$ cat src/rtl/adc_frame_fifo.sv
`default_nettype none
// ============================================================================
// Module      : adc_frame_fifo
// Description : ADC frame FIFO. Admits one whole frame per handshake only if
//               the whole frame fits, then serialises it into 32-bit words
//               (status, [timestamp], CH0..CH(NUM_CH-1)) and exposes them on
//               a show-ahead pop port with level, watermark IRQ and sticky
//               overrun/underflow flags.
// Options     : define ADC_FIFO_TS_EN to insert the latched frame timestamp
//               as word 1 of every frame.
// Revision    : 1.0 - initial release
// ============================================================================
module adc_frame_fifo #(
    parameter int NUM_CH   = 8,
    parameter int SAMPLE_W = 24,
    parameter int DEPTH    = 32,
    parameter int LEVEL_W  = $clog2(DEPTH) + 1
) (
    input  logic                         wb_clk_i,
    input  logic                         wb_rst_i,
    input  logic                         frame_valid,
    output logic                         frame_ready,
    input  logic [NUM_CH*SAMPLE_W-1:0]   frame_data,
    input  logic [31:0]                  frame_ts,
    input  logic                         pop,
    output logic [31:0]                  rd_data,
    output logic                         rd_valid,
    output logic [LEVEL_W-1:0]           level,
    input  logic [LEVEL_W-1:0]           watermark,
    output logic                         irq_wm,
    input  logic                         flush,
    input  logic [1:0]                   clr_flags,
    output logic                         overrun,
    output logic                         underflow,
    output logic [15:0]                  drop_count
);

    localparam int c_AW = $clog2(DEPTH);
`ifdef ADC_FIFO_TS_EN
    localparam int c_HDR = 2;
`else
    localparam int c_HDR = 1;
`endif
    localparam int c_FRAME_WORDS = NUM_CH + c_HDR;
    localparam int c_IDX_W       = 5;

    typedef enum logic [0:0] {
        IDLE  = 1'b0,
        WRITE = 1'b1
    } state_t;

    state_t                      r_state;
    state_t                      w_state_nxt;
    logic [31:0]                 r_mem [DEPTH];
    logic [c_AW-1:0]             r_wr_ptr;
    logic [c_AW-1:0]             r_rd_ptr;
    logic [LEVEL_W-1:0]          r_level;
    logic [c_IDX_W-1:0]          r_word_idx;
    logic [NUM_CH*SAMPLE_W-1:0]  r_frame;
    logic [15:0]                 r_seq;
    logic [15:0]                 r_drop_count;
    logic [7:0]                  r_drop_since;
    logic                        r_overrun;
    logic                        r_underflow;

    logic                        w_accept;
    logic                        w_drop;
    logic                        w_push;
    logic [31:0]                 w_wdata;
    logic [31:0]                 w_status;
    logic [31:0]                 w_body;
    logic [c_IDX_W-1:0]          w_ch_sel;
    logic [LEVEL_W-1:0]          w_free;
    logic                        w_has_space;
    logic                        w_pop_ok;
    logic                        w_pop_empty;
    logic [31:0]                 w_ch_word [NUM_CH];

`ifdef ADC_FIFO_TS_EN
    logic [31:0]                 r_ts;
`else
    logic                        w_unused_ts;
    assign w_unused_ts = ^frame_ts;
`endif

    // Sign-extend every latched sample to a full word
    generate
        for (genvar gi = 0; gi < NUM_CH; gi++) begin : g_ch
            assign w_ch_word[gi] = 32'($signed(r_frame[gi*SAMPLE_W +: SAMPLE_W]));
        end
    endgenerate

    // Space check uses registered level; a same-cycle pop is not credited
    assign w_free      = LEVEL_W'(DEPTH) - r_level;
    assign w_has_space = (w_free >= LEVEL_W'(c_FRAME_WORDS));
    assign w_pop_ok    = pop && (r_level != '0) && !flush;
    assign w_pop_empty = pop && (r_level == '0) && !flush;
    assign w_status    = {r_seq, 4'h0, 4'(NUM_CH), r_drop_since};
    assign w_ch_sel    = r_word_idx - c_IDX_W'(c_HDR);

    // Select the payload word for the current position inside the frame
    always_comb begin
        w_body = '0;
        for (int i = 0; i < NUM_CH; i++) begin
            if (w_ch_sel == c_IDX_W'(i)) begin
                w_body = w_ch_word[i];
            end
        end
`ifdef ADC_FIFO_TS_EN
        if (r_word_idx == c_IDX_W'(1)) begin
            w_body = r_ts;
        end
`endif
    end

    // Next-state and write-side control; flush aborts everything
    always_comb begin
        w_state_nxt = r_state;
        w_accept    = 1'b0;
        w_drop      = 1'b0;
        w_push      = 1'b0;
        w_wdata     = '0;
        if (flush) begin
            w_state_nxt = IDLE;
        end else begin
            case (r_state)
                IDLE: begin
                    if (frame_valid) begin
                        if (w_has_space) begin
                            w_accept    = 1'b1;
                            w_push      = 1'b1;
                            w_wdata     = w_status;
                            w_state_nxt = WRITE;
                        end else begin
                            w_drop = 1'b1;
                        end
                    end
                end
                WRITE: begin
                    w_push  = 1'b1;
                    w_wdata = w_body;
                    if (r_word_idx == c_IDX_W'(c_FRAME_WORDS - 1)) begin
                        w_state_nxt = IDLE;
                    end
                end
                default: w_state_nxt = IDLE;
            endcase
        end
    end

    // State register
    always_ff @(posedge wb_clk_i) begin
        if (wb_rst_i) begin
            r_state <= IDLE;
        end else begin
            r_state <= w_state_nxt;
        end
    end

    // Storage and frame latch carry no reset; validity is tracked by level
    always_ff @(posedge wb_clk_i) begin
        if (w_push) begin
            r_mem[r_wr_ptr] <= w_wdata;
        end
        if (w_accept) begin
            r_frame <= frame_data;
`ifdef ADC_FIFO_TS_EN
            r_ts    <= frame_ts;
`endif
        end
    end

    // Pointers, level, counters and sticky flags
    always_ff @(posedge wb_clk_i) begin
        if (wb_rst_i) begin
            r_wr_ptr     <= '0;
            r_rd_ptr     <= '0;
            r_level      <= '0;
            r_word_idx   <= '0;
            r_seq        <= '0;
            r_drop_count <= '0;
            r_drop_since <= '0;
            r_overrun    <= 1'b0;
            r_underflow  <= 1'b0;
        end else begin
            if (flush) begin
                r_wr_ptr <= '0;
                r_rd_ptr <= '0;
                r_level  <= '0;
            end else begin
                if (w_push) begin
                    r_wr_ptr <= r_wr_ptr + 1'b1;
                end
                if (w_pop_ok) begin
                    r_rd_ptr <= r_rd_ptr + 1'b1;
                end
                r_level <= r_level + LEVEL_W'(w_push) - LEVEL_W'(w_pop_ok);
            end

            if (w_accept) begin
                r_word_idx <= c_IDX_W'(1);
            end else if (r_state == WRITE) begin
                r_word_idx <= r_word_idx + 1'b1;
            end

            if (w_accept) begin
                r_seq        <= r_seq + 1'b1;
                r_drop_since <= '0;
            end else if (w_drop && (r_drop_since != 8'hFF)) begin
                r_drop_since <= r_drop_since + 1'b1;
            end

            if (w_drop && (r_drop_count != 16'hFFFF)) begin
                r_drop_count <= r_drop_count + 1'b1;
            end

            // A set in the same cycle wins over a clear
            if (w_drop) begin
                r_overrun <= 1'b1;
            end else if (clr_flags[0]) begin
                r_overrun <= 1'b0;
            end

            if (w_pop_empty) begin
                r_underflow <= 1'b1;
            end else if (clr_flags[1]) begin
                r_underflow <= 1'b0;
            end
        end
    end

    assign frame_ready = (r_state == IDLE);
    assign rd_valid    = (r_level != '0);
    assign rd_data     = rd_valid ? r_mem[r_rd_ptr] : 32'h0;
    assign level       = r_level;
    assign irq_wm      = (watermark != '0) && (r_level >= watermark);
    assign overrun     = r_overrun;
    assign underflow   = r_underflow;
    assign drop_count  = r_drop_count;

endmodule
`default_nettype wire

$ cat config.mk
export PLATFORM = sky130hd
export DESIGN_NAME = adc_frame_fifo
export DESIGN_NICKNAME = d
export VERILOG_FILES = /design/src/rtl/adc_frame_fifo.sv
export SDC_FILE = /design/constraint.sdc
export NUM_CORES = 1
export LEC_CHECK = 0
export BUFFER_PORTS_ARGS = -buffer_cell sky130_fd_sc_hd__buf_2
export CORE_AREA = 2 2 306 308
export CTS_CLUSTER_DIAMETER = 200
export CTS_CLUSTER_SIZE = 25
export DETAILED_ROUTE_END_ITERATION = 8
export DIE_AREA = 0 0 308 310
export GPL_TIMING_DRIVEN = 1
export PLACE_DENSITY = 0.87
export SLEW_MARGIN = 0
export SYNTH_ARGS = -nofsm -noshare
export SYNTH_HDL_FRONTEND = slang
export SYNTH_SLANG_ARGS = --single-unit
$ cat constraint.sdc
create_clock -name wb_clk_i -period 7.5 [get_ports wb_clk_i]
set_input_delay 0.375 -clock wb_clk_i [delete_from_list [all_inputs] [get_ports wb_clk_i]]
set_output_delay 0.375 -clock wb_clk_i [all_outputs]
set_load 0.02 [all_outputs]
==> results of run 1 <==
cells by family (layout without fill, tap and decap cells):
| logic type | after synthesis | in the layout |
|---|---|---|
| and+or+nand+nor | 333 | 333 |
| other | 0 | 2 |
| buffers and inverters | 263 | 727 |
| AOI/OAI and AO/OA | 292 | 292 |
| DFF | 1285 | 1285 |
| adders and majority gates | 31 | 31 |
| xor gates and xnor gates | 49 | 49 |
| muxes | 325 | 325 |
cell usage after synthesis (4+ instances only):
cell type	count
edfxtp_1	1216
mux4_2	320
nor2_1	144
inv_1	124
a21oi_1	105
clkbuf_1	81
dfxtp_1	69
nand2_1	61
o21ai_0	58
o22ai_1	42
xor2_1	34
nand3_1	33
buf_2	30
ha_1	30
a22oi_1	26
nand4_1	22
and3_1	18
buf_1	16
xnor2_1	15
a221oi_1	13
nor3_1	9
nand3b_1	8
o221ai_1	7
o2bb2ai_1	7
a31oi_1	6
and2_1	6
nor2b_1	6
or3_1	6
buf_4	5
mux2i_1	5
buf_6	4
nand2b_1	4
or2_2	4
per-layer routing:
metal	share of wire [%]	track usage, %	vias up
li1	-	-	11200
met1	33	36.6	14400
met3	12	5.63	558
met5	0	0	-
met2	49	49.4	2729
met4	6.7	15.8	0
final timing paths:
check,from,end
min reg2reg,drop_count[15],drop_count[15]
max reg2reg,level[1],r_mem[28][1]
min,clr_flags[0],overrun
max,register,rd_data[12]
cell type report:
class	count	area (µm²)
clock buffers	69	1490
flip-flops and latches	1285	37900
diodes	2	5.00
multi-input cells	1030	11900
inverters	126	473
repair buffers	529	3840
clock inverters	3	52.6
fillers	5863	35300
well taps	1197	1500
critical path: stages (launching register included):
cell and delay (ns):
dfxtp_4 0.98, buf_4 0.86, mux4_2 0.43, mux4_2 0.53, inv_1 0.15, o22ai_1 0.24
buf_2 0.27
what timing repair did:
item / CTS / global route
setup buffers: 0 / 0
hold endpoints to repair: 193 / 0
hold buffers: 193 / 0
state kept, by name, summed over array words and instances (netlist names), 5 cells and up, named ones only:
name,cells
r_word_idx,5
r_seq,16
r_drop_since,8
r_frame,192
drop_count,16
r_mem,1024
r_wr_ptr,5
level,6
r_rd_ptr,5
power by group:
part / switching (mW) / internal, mW
clock: 2.12 / 1.42
combinational: 1.61 / 0.748
sequential: 0.184 / 8.23
total: 3.91 / 10.4
stage by stage:
step                setup WS, ns  utilization [%]
floorplan                   2.29                -
global placement            3.23             58.0
detailed placement          3.16             58.0
CTS                         2.83             61.7
global route                2.73             61.8
finish                      2.83             61.8
==> run summary, run 1 <==
Post-DR wirelength/cell - 33.2 µm
Adder-cell share of the synthesized area - 0.785%
WHS Path Cells - 4
Die Ht - 310 µm
Via count - 29,000
Max_slew headroom - 4.61%
DIE AREA - 95,500 µm²
Max frequency - 214 MHz
First-pass GRT wire length - 200,000 µm
CORE AREA - 92,500 µm²
Final Max Slew Viols - 0
Tightest Pin Transition - 1.43 ns
Clk buf depth - 3
Kind of end point of the critical path - output port
Hold slack - 0.0232 ns
Detail Placement HPWL - 75,800 µm
Area leader, netlist - edfxtp_1
RSZ-0062 raised after global routing - false
Setup TNS - 0 ns
Clk_lat worst skew - 0.70 ns
FP Rows - 112
Initial antenna violation count - 3
GRT overflow - 0
Synth Area in Compound Gates - 3.54%
Commonest cells after routing, fill and taps aside - edfxtp_1 (1,216), mux4_2 (320), buf_2 (263)
Most common cell after layout, fill and taps aside - edfxtp_1
Horiz. Die Dim - 308 µm
FF+latch count, synth - 1,285
Seq/Total Area, Yosys - 75.2%
# port buffers - 263
I/O pin count - 296
Layout cells sized above 1 - 26.0%
Hold Crit Class - input pin to register
# H-tree levels - 2
Fin nets - 3,297
Largest cells by area after synthesis - edfxtp_1 (72%), mux4_2 (14%), dfxtp_1 (2.7%)
Power Density - 250 nW/µm²
Final setup viols - 0
CTS buffer count - 57
Final Power - 14.3 mW
Worst Setup Start Kind - register
Simple-gate share of the synthesized area - 3.09%
PostCTS Resize Cnt - 0
Sink Count - 1,285
VDD IR max - 0.278 mV
Largest net degree at the start of global routing - 143
Worst-path maximum fanout - 62
Wirelength, routed - 141,000 µm
Root Driver - clkbuf_16
Drt drc - 0
Synth Flop Type - edfxtp_1
Number of iterations in the first detailed-routing pass - 7
Worst reg2reg setup slack - 3.09 ns
Syn Area/Cell - 19.5 µm²
Status - finished clean
Number of global-route vias before repair - 29,000
Largest family of logic cells by synthesized area - multiplexers
Period Utilization, post-route - 62.3%
Area added between synthesis and finish - 13.4%
Tot GR Track Use - 29.4%
WS Path Type - register to output port
CTS tree - built
Final Hold Fails - 0
Routability cong. - 0.967
R2R depth - 9
Clock period minus final worst setup slack - 4.67 ns
DP Area - 53,600 µm²
Share of flip-flops with an asynchronous set or reset - 0%
Routed Antenna Nets - 0
CP Data Required Time - 7.12 ns
Post-synth cell types - 63
Post-Syn Nets - 2,846
Syn Inst Count - 2,578
Starting DRT DRC Count - 4,873
Fin Clk Skew - 0.0398 ns
Xor/xnor share of the synthesized area - 0.852%
Initial core utilization - 54.5%
Post-synthesis cell area - 50,400 µm²
Post-route design area - 57,100 µm²
Clock-pin slew on the worst setup and hold paths - 0.10 ns
Worst Path Arrival - 4.30 ns
Top cell type's share of synthesized area - 72.5%
Leakage - 18.1 nW
Max Cap Violations - 0
Post-synth EDFFs - 1,216
Yosys warnings - 0
DR vias/cell - 6.83
Finished Layout Cells - 4,241
Fraction of synthesized area in multiplexers - 14.4%
Dpl cells - 3,973
(Power assumes the default switching activity.)
==> run 2, diff against run 1 <==
CORE_AREA = 2 2 291 293   (was 2 2 306 308)
DIE_AREA = 0 0 293 295   (was 0 0 308 310)
PLACE_DENSITY = 0.9   (was 0.87)
clock period = 4.9 ns   (was 7.5 ns; I/O delays follow)
==> run 2 against run 1 <==
- the run now ends with DRC, capacitance limit, slew limit left
- first-iteration DRC count grew 9.8%
- count of clock-buffer cells in the layout grew 10
- via count grew 4.8%
- combinational power grew 54%
- cell area grew 0.15%
- die area shrank 9.5%
==> run summary, run 2 (synthesis results as in run 1) <==
Routed Antenna Nets - 0 (unchanged)
Detail Placement HPWL - 77,000 µm (+1.7%)
Fin Clk Skew - 0.0363 ns (-0.00346 ns)
Failing checks - DRC, capacitance limit, slew limit
Sink Count - 1,285 (unchanged)
Dpl cells - 3,871 (-2.6%)
CP Data Required Time - 5.15 ns (-1.97 ns)
Via count - 30,300 (+4.8%)
Max_slew headroom - -4.45% (-9.1 points)
Worst Path Arrival - 4.85 ns (+0.55 ns)
Starting DRT DRC Count - 5,350 (+9.8%)
CTS tree - built
I/O pin count - 296 (unchanged)
Period Utilization, post-route - 93.8%
DR vias/cell - 7.30 (+7.0%)
Max reg flops - 1,024 (unchanged)
Initial core utilization - 60.6% (+6.1 points)
CTS buffer count - 57 (unchanged)
# H-tree levels - 2 (unchanged)
Commonest cells after routing, fill and taps aside - edfxtp_1 (1,216), mux4_2 (320), buf_2 (263)
Post-CTS Hold Buffers - 195 (+1.0%)
Most common cell after layout, fill and taps aside - edfxtp_1
Fin nets - 3,317 (+0.61%)
Final setup viols - 0 (unchanged)
Clk_lat worst skew - 0.69 ns (about the same)
Area added between synthesis and finish - 13.6%
Worst-path maximum fanout - 32 (-48%)
# port buffers - 263 (unchanged)
Horiz. Die Dim - 293 µm (-4.9%)
Final Max Slew Viols - 4 (+4)
Finished Layout Cells - 4,155 (-2.0%)
Layout cells sized above 1 - 26.3% (+0.31 points)
Tightest Pin Transition - 1.55 ns (+0.120 ns)
Routability cong. - 0.931 (-3.7%)
FP Rows - 106 (-5.4%)
GRT overflow - 0 (unchanged)
Max frequency - 218 MHz
Final Hold Fails - 0 (unchanged)
Initial antenna violation count - 5 (+2)
Hold Crit Class - input pin to register
Wirelength, routed - 151,000 µm (+7.3%)
Leakage - 18.3 nW (+0.68%)
Clk buf depth - 3 (unchanged)
Drt drc - 31 (+31)
Worst Setup Start Kind - register
Fill count - 4,443 (-24%)
Biggest register - r_mem
Root Driver - clkbuf_16
Die Ht - 295 µm (-4.8%)
Clock period minus final worst setup slack - 4.59 ns
RSZ-0062 raised after global routing - false
Power Density - 386 nW/µm² (+54%)
Number of global-route vias before repair - 31,000 (+6.7%)
WS Path Type - register to register
Fin util - 68.8% (+7.0 points)
DIE AREA - 86,400 µm² (-9.5%)
CORE AREA - 83,200 µm² (-10%)
First-pass GRT wire length - 214,000 µm (+7.0%)
VDD IR max - 0.395 mV (+42%)
Max Cap Violations - 2 (+2)
Number of iterations in the first detailed-routing pass - 9 (+2)
Tot GR Track Use - 35.1% (+5.7 points)
Status - complete, but fails checks
Largest net degree at the start of global routing - 126 (-12%)
PostCTS Resize Cnt - 0 (unchanged)
Post-DR wirelength/cell - 36.4 µm (+9.6%)
Setup Buffers After CTS - 0 (unchanged)
Largest registers - r_mem x1024, r_frame x192
Setup TNS - 0 ns (unchanged)
Kind of end point of the critical path - register
Clock-pin slew on the worst setup and hold paths - 0.11 ns (about the same)
==> run 2: cell count changes in the layout (fill, tap and decap cells not counted), moves of 4 or more <==
cell      delta
a21oi_2      +4
a21oi_4      -4
buf_12       +8
buf_4        +8
clkbuf_1    +10
==> run 2: per-stage QoR <==
stage          setup WS [ns]  total power, mW  hold WS (ns)  instance area [µm²]
2_1_floorplan          0.782             15.1         0.344                50400
3_3_place_gp            1.07             16.1         0.421                53700
3_5_place_dp           0.850             16.3         0.423                53700
4_1_cts                0.799             21.6        0.0496                57200
5_1_grt                0.328             22.5         0.111                57200
6_report               0.306             22.1         0.150                57200
==> run 2: power by group <==
| part | switching [mW] | internal (mW) | leakage, nW | total (mW) |
|---|---|---|---|---|
| combinational | 2.47 | 1.17 | 5.91 | 3.64 |
| sequential | 0.304 | 12.6 | 11.6 | 12.9 |
| clock | 3.36 | 2.20 | 0.754 | 5.55 |
==> run 2: routing by layer <==
layer,vias up,GRT usage [%],part of all wire (%)
met5,-,0,0.018
li1,11300,-,-
met2,3301,57.6,48
met4,4,23.4,8.7
met1,14900,41.3,30
met3,855,9.07,13
==> run 2: worst max-delay path, stage by stage, from the launching register on <==
cell and delay [ns]:
dfxtp_1 0.46, inv_1 0.21, ha_1 0.92, nand2_1 0.17, o21ai_0 0.28, a22oi_1 0.16, o22ai_1 0.57, nand3_1 0.25
a21oi_2 1.12
==> run 2: final timing paths <==
path	to	cells after the start	slack [ns]	from
setup / recovery	r_mem[16][7]	8	0.31	r_word_idx[1]
hold reg to reg	r_wr_ptr[1]	2	0.56	r_wr_ptr[1]
hold / removal	drop_count[10]	2	0.15	wb_rst_i
setup reg to reg	r_mem[16][7]	8	0.31	r_word_idx[1]
==> run 2: layout make-up <==
class / count / area (µm²) / area share, %
diodes: 4 / 10.0 / 0.0175
inverters: 126 / 473 / 0.826
clock inverters: 2 / 32.5 / 0.0568
multi-input cells: 1030 / 11800 / 20.6
well taps: 1080 / 1350 / 2.36
flip-flops and latches: 1285 / 37900 / 66.2
clock buffers: 79 / 1530 / 2.67
repair buffers: 549 / 4110 / 7.18
